$ cat config.mk
export PLATFORM = sky130hd
export DESIGN_NAME = cmos_axi_word_packer
export DESIGN_NICKNAME = d
export VERILOG_FILES = /design/src/rtl/stitch_pkg.sv /design/src/rtl/byte_accum.sv /design/src/rtl/cmos_axi_word_packer.sv
export SDC_FILE = /design/constraint.sdc
export NUM_CORES = 1
export LEC_CHECK = 0
export BUFFER_PORTS_ARGS = -buffer_cell sky130_fd_sc_hd__buf_2
export CAP_MARGIN = 10
export CORE_ASPECT_RATIO = 0.75
export CORE_MARGIN = 3
export CORE_UTILIZATION = 56
export CTS_CLUSTER_SIZE = 30
export DETAILED_ROUTE_END_ITERATION = 7
export GPL_ROUTABILITY_DRIVEN = 0
export MAX_ROUTING_LAYER = met4
export PLACE_DENSITY = 0.77
export SLEW_MARGIN = 20
export SYNTH_ARGS = -nofsm -noshare
export SYNTH_HDL_FRONTEND = slang
export SYNTH_HIERARCHICAL = 1
export SYNTH_SLANG_ARGS = --single-unit
$ cat constraint.sdc
create_clock -name clk -period 7.7 [get_ports clk]
set_input_delay 1.54 -clock clk [delete_from_list [all_inputs] [get_ports clk]]
set_output_delay 1.54 -clock clk [all_outputs]
set_load 0.005 [all_outputs]
$ cat src/rtl/stitch_pkg.sv
// Shared constants, state type and line-size helper for the stitching pixel datapath.
package stitch_pkg;

  localparam int PIX_BYTES       = 3;
  localparam int WORD_BYTES      = 16;
  localparam int PIX_PER_GROUP   = 16;
  localparam int WORDS_PER_GROUP = 3;

  typedef enum logic {
    IDLE,
    ACTIVE
  } pack_state_t;

  // Whole 16-pixel groups plus the padded tail word of a line.
  function automatic int words_per_line(input int hdisp);
    return (hdisp / PIX_PER_GROUP) * WORDS_PER_GROUP
         + ((hdisp % PIX_PER_GROUP) * PIX_BYTES + WORD_BYTES - 1) / WORD_BYTES;
  endfunction

endpackage

$ cat src/rtl/byte_accum.sv
// Byte accumulator: merges pixel bytes into output words, carries leftovers,
// and zero-pads a partial word on flush (a padded tail may follow one cycle later).
module byte_accum
  import stitch_pkg::*;
#(
  parameter int PIX_W  = 24,
  parameter int DATA_W = 128
) (
  input  logic              clk,
  input  logic              rst,
  input  logic              clear,
  input  logic              push,
  input  logic              flush,
  input  logic [PIX_W-1:0]  pix,
  output logic              word_valid,
  output logic [DATA_W-1:0] word_data,
  output logic              word_eol
);

  localparam int PB = PIX_W / 8;
  localparam int WB = DATA_W / 8;
  localparam int FW = $clog2(WB);

  logic [FW-1:0]       fill, fill_nxt;
  logic [DATA_W-1:0]   acc, acc_nxt;
  logic                flush_pend, pend_nxt;
  logic [2*DATA_W-1:0] merged;
  logic [FW:0]         total, left;
  logic                complete;

  always_comb begin
    merged = {{DATA_W{1'b0}}, acc};
    total  = {1'b0, fill};
    if (push) begin
      merged = merged | ({{(2*DATA_W-PIX_W){1'b0}}, pix} << {fill, 3'b000});
      total  = {1'b0, fill} + (FW+1)'(PB);
    end
    complete   = (total >= (FW+1)'(WB));
    left       = total - (FW+1)'(WB);
    word_valid = 1'b0;
    word_data  = merged[DATA_W-1:0];
    word_eol   = 1'b0;
    fill_nxt   = fill;
    acc_nxt    = acc;
    pend_nxt   = 1'b0;
    if (clear) begin
      fill_nxt = '0;
      acc_nxt  = '0;
    end else if (flush_pend) begin
      word_valid = 1'b1;
      word_data  = acc;
      word_eol   = 1'b1;
      fill_nxt   = '0;
      acc_nxt    = '0;
    end else if (complete) begin
      word_valid = 1'b1;
      acc_nxt    = merged[2*DATA_W-1:DATA_W];
      fill_nxt   = left[FW-1:0];
      // A flush that also completes a word defers the leftover bytes to a second padded word.
      if (flush) begin
        if (left == '0) word_eol = 1'b1;
        else            pend_nxt = 1'b1;
      end
    end else if (flush) begin
      word_valid = (total != '0);
      word_eol   = 1'b1;
      fill_nxt   = '0;
      acc_nxt    = '0;
    end else begin
      fill_nxt = total[FW-1:0];
      acc_nxt  = merged[DATA_W-1:0];
    end
  end

  always_ff @(posedge clk or posedge rst) begin
    if (rst) begin
      fill       <= '0;
      acc        <= '0;
      flush_pend <= 1'b0;
    end else begin
      fill       <= fill_nxt;
      acc        <= acc_nxt;
      flush_pend <= pend_nxt;
    end
  end

endmodule

$ cat src/rtl/cmos_axi_word_packer.sv
// Packs the 24-bit CMOS pixel stream into dense little-endian memory words
// tagged with start-of-frame and end-of-line.
//   state  | meaning
//   IDLE   | outside the vsync active window, pixels ignored
//   ACTIVE | frame in progress, pixels accepted and packed
module cmos_axi_word_packer
  import stitch_pkg::*;
#(
  parameter int PIX_W     = 24,
  parameter int DATA_W    = 128,
  parameter int IMG_HDISP = 1920,
  parameter bit VSYNC_POL = 1'b1
) (
  input  logic              clk,
  input  logic              rst,
  input  logic              cmos_vsync,
  input  logic              cmos_href,
  input  logic              cmos_clken,
  input  logic [PIX_W-1:0]  cmos_data,
  output logic              out_valid,
  input  logic              out_ready,
  output logic [DATA_W-1:0] out_data,
  output logic              out_sof,
  output logic              out_eol,
  input  logic              err_clr,
  output logic              err_ovf,
  output logic              err_line
);

  localparam int             CW   = $clog2(IMG_HDISP + 1);
  localparam logic [CW-1:0]  LAST = CW'(IMG_HDISP - 1);
  localparam logic [CW-1:0]  FULL = CW'(IMG_HDISP);

  pack_state_t       state, state_nxt;
  logic              vs_act, vs_act_d, vs_start, vs_end;
  logic              href_d, href_fall;
  logic [CW-1:0]     pix_cnt;
  logic              pix_ok, accept, extra, last_pix, short_line;
  logic              sof_pend, load, drop;
  logic              word_valid, word_eol;
  logic [DATA_W-1:0] word_data;

  assign vs_act     = (cmos_vsync == VSYNC_POL);
  assign vs_start   = vs_act & ~vs_act_d;
  assign vs_end     = ~vs_act & vs_act_d;
  assign href_fall  = href_d & ~cmos_href;
  assign pix_ok     = (state == ACTIVE) & cmos_href & cmos_clken & ~vs_start;
  assign accept     = pix_ok & (pix_cnt != FULL);
  assign extra      = pix_ok & (pix_cnt == FULL);
  assign last_pix   = accept & (pix_cnt == LAST);
  assign short_line = (state == ACTIVE) & href_fall & ~vs_start
                    & (pix_cnt != '0) & (pix_cnt != FULL);
  assign drop       = word_valid & out_valid & ~out_ready;
  assign load       = word_valid & ~drop;

  always_comb begin
    state_nxt = state;
    case (state)
      IDLE:    if (vs_start) state_nxt = ACTIVE;
      ACTIVE:  if (vs_end)   state_nxt = IDLE;
      default: state_nxt = IDLE;
    endcase
  end

  byte_accum #(.PIX_W(PIX_W), .DATA_W(DATA_W)) u_accum (
    .clk        (clk),
    .rst        (rst),
    .clear      (vs_start),
    .push       (accept),
    .flush      (last_pix | short_line),
    .pix        (cmos_data),
    .word_valid (word_valid),
    .word_data  (word_data),
    .word_eol   (word_eol)
  );

  // vs_act_d resets high so a vsync already active at reset release does not start a frame.
  always_ff @(posedge clk or posedge rst) begin
    if (rst) begin
      state    <= IDLE;
      vs_act_d <= 1'b1;
      href_d   <= 1'b0;
      pix_cnt  <= '0;
    end else begin
      state    <= state_nxt;
      vs_act_d <= vs_act;
      href_d   <= cmos_href;
      if (vs_start || href_fall) pix_cnt <= '0;
      else if (accept)           pix_cnt <= pix_cnt + 1'b1;
    end
  end

  always_ff @(posedge clk or posedge rst) begin
    if (rst) begin
      out_valid <= 1'b0;
      out_data  <= '0;
      out_sof   <= 1'b0;
      out_eol   <= 1'b0;
      sof_pend  <= 1'b0;
      err_ovf   <= 1'b0;
      err_line  <= 1'b0;
    end else begin
      if (load) begin
        out_valid <= 1'b1;
        out_data  <= word_data;
        out_sof   <= sof_pend;
        out_eol   <= word_eol;
      end else if (out_valid && out_ready) begin
        out_valid <= 1'b0;
        out_sof   <= 1'b0;
        out_eol   <= 1'b0;
      end
      if (vs_start)  sof_pend <= 1'b1;
      else if (load) sof_pend <= 1'b0;
      err_ovf  <= drop | (err_ovf & ~err_clr);
      err_line <= short_line | extra | (err_line & ~err_clr);
    end
  end

endmodule
==> results.txt <==
----------------------------------------------------
[Clock network]
  Root Driver ... sky130_fd_sc_hd__clkbuf_16
  Clock slew at the register clock pins of the worst setup and hold paths ... approximately 0.060 ns
  Clock latency on the worst-skew pair ... 0.54 ns
  Number of cells upsized or downsized after cts ... 0
  Max clock buf depth ... 3
  CTS Sinks ... 281
  CTS HTree Levels ... 1
  Hold buffer count at CTS ... 0
  Post-CTS Setup Repair Bufs ... 0
  CTS Buf Count ... 27
  TritonCTS clock tree ... done

[Global route]
  Wire length of the first global-routing pass ... about 54,000 um
  Global-route congestion overflow total ... 0
  Maximum number of pins on one net before global-route repair ... 90
  Overall global routing resource usage ... between 20% and 30%
  Vias in the first global route ... about 9,500
  Number of antenna violations at the first check in global routing ... 3

[Layout]
  Commonest non-fill, non-tap cell in the layout ... sky130_fd_sc_hd__dfrtp_1
  Area Overhead vs Synth ... 13.77%
  Final Instance Count excl. Fillers ... around 1,500
  Final net count ... roughly 1,200
  Commonest non-fill, non-tap cells in the layout ... sky130_fd_sc_hd__dfrtp_1, sky130_fd_sc_hd__buf_2, sky130_fd_sc_hd__mux2_2
  Share of final-layout standard cells stronger than drive strength 1 ... about a third

[Worst setup path]
  Highest fanout seen on the critical path ... 70
  Category of the most critical setup path ... in2reg
  Kind of start point of the critical path ... input port
  Nature of the critical path endpoint ... flop
  Endpoint of the lowest-slack register-to-register path ... out_data[97]$_DFFE_PP0P_
  Depth of the most critical reg-to-reg path ... 11
  Worst flop-to-flop path startpoint ... pix_cnt[0]$_DFFE_PP0P_
  Worst Path Required ... ~8.1 ns
  Flop-to-flop setup slack ... around 3.1 ns
  Setup crit start ... cmos_href
  CP endpoint ... out_data[97]$_DFFE_PP0P_
  WP data arrival ... between 5 and 6 ns

[Synth]
  Post-synth EDFFs ... 0
  Ys flop type ... sky130_fd_sc_hd__dfrtp_1
  Cells after synthesis ... around 1,000
  Average instance area after synthesis ... 12.63 um2
  Post-synthesis register bit count ... 281
  Netlist area before placement ... approximately 13,000 um2
  Async SR Flop Fraction ... 100.0%
  Post-synthesis cell type count ... 73
  Sequential area share after synthesis ... 53.07%
  Number of nets in the synthesized netlist ... 1,083
  Count of synthesis-stage warnings from yosys ... 6

[Die]
  Effective utilization at floorplan ... 57.32%
  Area of the core ... 23,120 um2
  Die Wd ... roughly 180 um
  Std cell rows ... 48
  Die Span Y ... ~140 um
  I/O pin total ... around 160
  Total Die Area ... approximately 26,000 um2

[STA]
  Number of setup violations in the final report ... 0
  Final-layout setup total negative slack ... 0 ns
  Post-route worst hold slack ... slightly below 0.5 ns
  Worst setup slack after layout ... between 2 and 3 ns
  RSZ-0062 raised after global routing ... false
  Max Clock Freq ... 0.1967 GHz
  Actual slew at the worst max-slew pin ... approximately 1.1 ns
  Share of the cycle needed by the critical path after routing ... 66.03%
  Final Hold Fails ... 0
  Final critical-path required period ... slightly above 5 ns
  Final Max Slew Viols ... 0
  Clk_skew ... between 0.02 and 0.025 ns
  Worst slew margin ... between 20% and 30%

[Placement]
  Estimated wirelength of the detail-placed design ... 22,500 um
  IO Port Bufs ... approximately 160
  DP Worst Slack ... between 2 and 2.5 ns
  Placed cell count ... between 1,000 and 1,500

[Pwr]
  P_sw ... between 0.0008 and 0.0009 W
  Clock group share of total power ... roughly two fifths
  LEAKAGE ... ~8.2 nW
  Share of total power in combinational logic ... around 14%
  Sequential cell fraction of total power ... 46.4%
  Post-route total power ... 0.003344 W
  Power density over the cells ... between 200 and 250 nW/um2
  Cell-internal power ... about 0.0024 W
  Switching part of the total ... 26.78%
  Worst vdd ir ... roughly 0.17 mV

[Hold path]
  Class of the tightest hold or removal check ... reg2reg
  Worst hold stages ... 1

[Routing]
  First-pass DRT Iterations ... 5
  Wire length per cell ... between 20 and 25 um
  Total via count after detailed routing ... 9,506
  Detailed router's first-iteration violation count ... around 1,100
  Antenna violation net count after detailed routing ... 0
  Via count normalized by instance count ... about 6.3
  Post-route DRC violation count ... 0
  Detailed-route wire length ... approximately 34,000 um

[Outcome]
  Result of the run ... finished, final reports clean

[Run]
  Count of max-cap constraint violations ... 0

----------------------------------------------------
## sequential cells by signal, indices dropped and copies added, names as in the netlist
register            count
vs_act_d                1
out_eol                 1
sof_pend                1
err_ovf                 1
state                   1
err_line                1
href_d                  1
out_valid               1
u_accum/flush_pend      1
pix_cnt                11
out_sof                 1
u_accum/acc           128
out_data              128
u_accum/fill            4
## power groups by stage
stage / logic, W / registers, W / clock network (W)
detailed placement: 0.000446 / 0.00158 / 0
CTS: 0.000448 / 0.00155 / 0.00136
global placement: 0.000436 / 0.00158 / 0
global route: 0.000489 / 0.00156 / 0.00141
finish: 0.000457 / 0.00155 / 0.00133
floorplan: 0.000318 / 0.00157 / 0
## metrics by stage
step,util [%],instance area [um2]
floorplan,-,13250
global placement,61.13,14130
detailed placement,61.13,14130
CTS,65.05,15040
finish,65.21,15080
global route,65.20,15080
## synthesized netlist by cell type, drive strengths merged, types with 17 or more instances
library cell / instances / area share (%)
nand2: 27 / 0.76
o2bb2ai: 26 / 2.1
mux2i: 27 / 2.0
nand3: 20 / 0.76
o22ai: 30 / 1.4
clkbuf: 18 / 0.52
a22o: 87 / 5.7
o21a: 17 / 0.96
dfrtp: 280 / 53
mux2: 137 / 12
buf: 60 / 2.6
a21o: 104 / 5.9
o21bai: 23 / 1.3
## kinds of logic after synthesis
| kind of cell | synth area share [%] |
|---|---|
| muxes | 13.71 |
| buffers and inverters | 3.512 |
| and+or+nand+nor | 7.789 |
| xor gates and xnor gates | 0.2644 |
| DFF | 53.07 |
| adders and majority gates | 0.3588 |
| AOI/OAI and AO/OA | 21.30 |
## per-layer routing
metal / track usage [%] / wire (um)
met5: - / 0
met2: 36.90 / 14430
met1: 42.11 / 16020
met3: 4.651 / 2466
met4: 6.771 / 723
## worst min-delay path by stage
stage	from	to	slack, ns
final	u_accum/acc[39]$_DFF_PP0_	u_accum/acc[39]$_DFF_PP0_	0.48
after global routing	u_accum/acc[33]$_DFF_PP0_	u_accum/acc[33]$_DFF_PP0_	0.50
after CTS	u_accum/acc[39]$_DFF_PP0_	u_accum/acc[39]$_DFF_PP0_	0.49
after detailed placement	u_accum/acc[38]$_DFF_PP0_	u_accum/acc[38]$_DFF_PP0_	0.47
after global placement	u_accum/acc[37]$_DFF_PP0_	u_accum/acc[37]$_DFF_PP0_	0.46
after floorplan	u_accum/acc[32]$_DFF_PP0_	u_accum/acc[32]$_DFF_PP0_	0.45
## layout make-up
type,count,area [um2]
fillers,1729,8044
flip-flops and latches,281,7034
multi-input cells,675,5789
repair buffers,174,898.4
clock buffers,40,824.5
well taps,300,375.4
clock inverters,9,82.58
inverters,15,63.81
diodes,4,10.01
## worst max-delay path, cell delays in order
cell and delay, ns:
sky130_fd_sc_hd__buf_2 0.09, sky130_fd_sc_hd__and2_2 0.19, sky130_fd_sc_hd__nand3_1 0.24, sky130_fd_sc_hd__nor2_2 0.84
sky130_fd_sc_hd__o211ai_1 0.21, sky130_fd_sc_hd__xor2_1 0.23, sky130_fd_sc_hd__o311ai_1 0.93, sky130_fd_sc_hd__nand2b_4 0.29
sky130_fd_sc_hd__buf_4 0.45, sky130_fd_sc_hd__mux2_2 0.40
No activity file was read; power rests on OpenSTA's default activity.
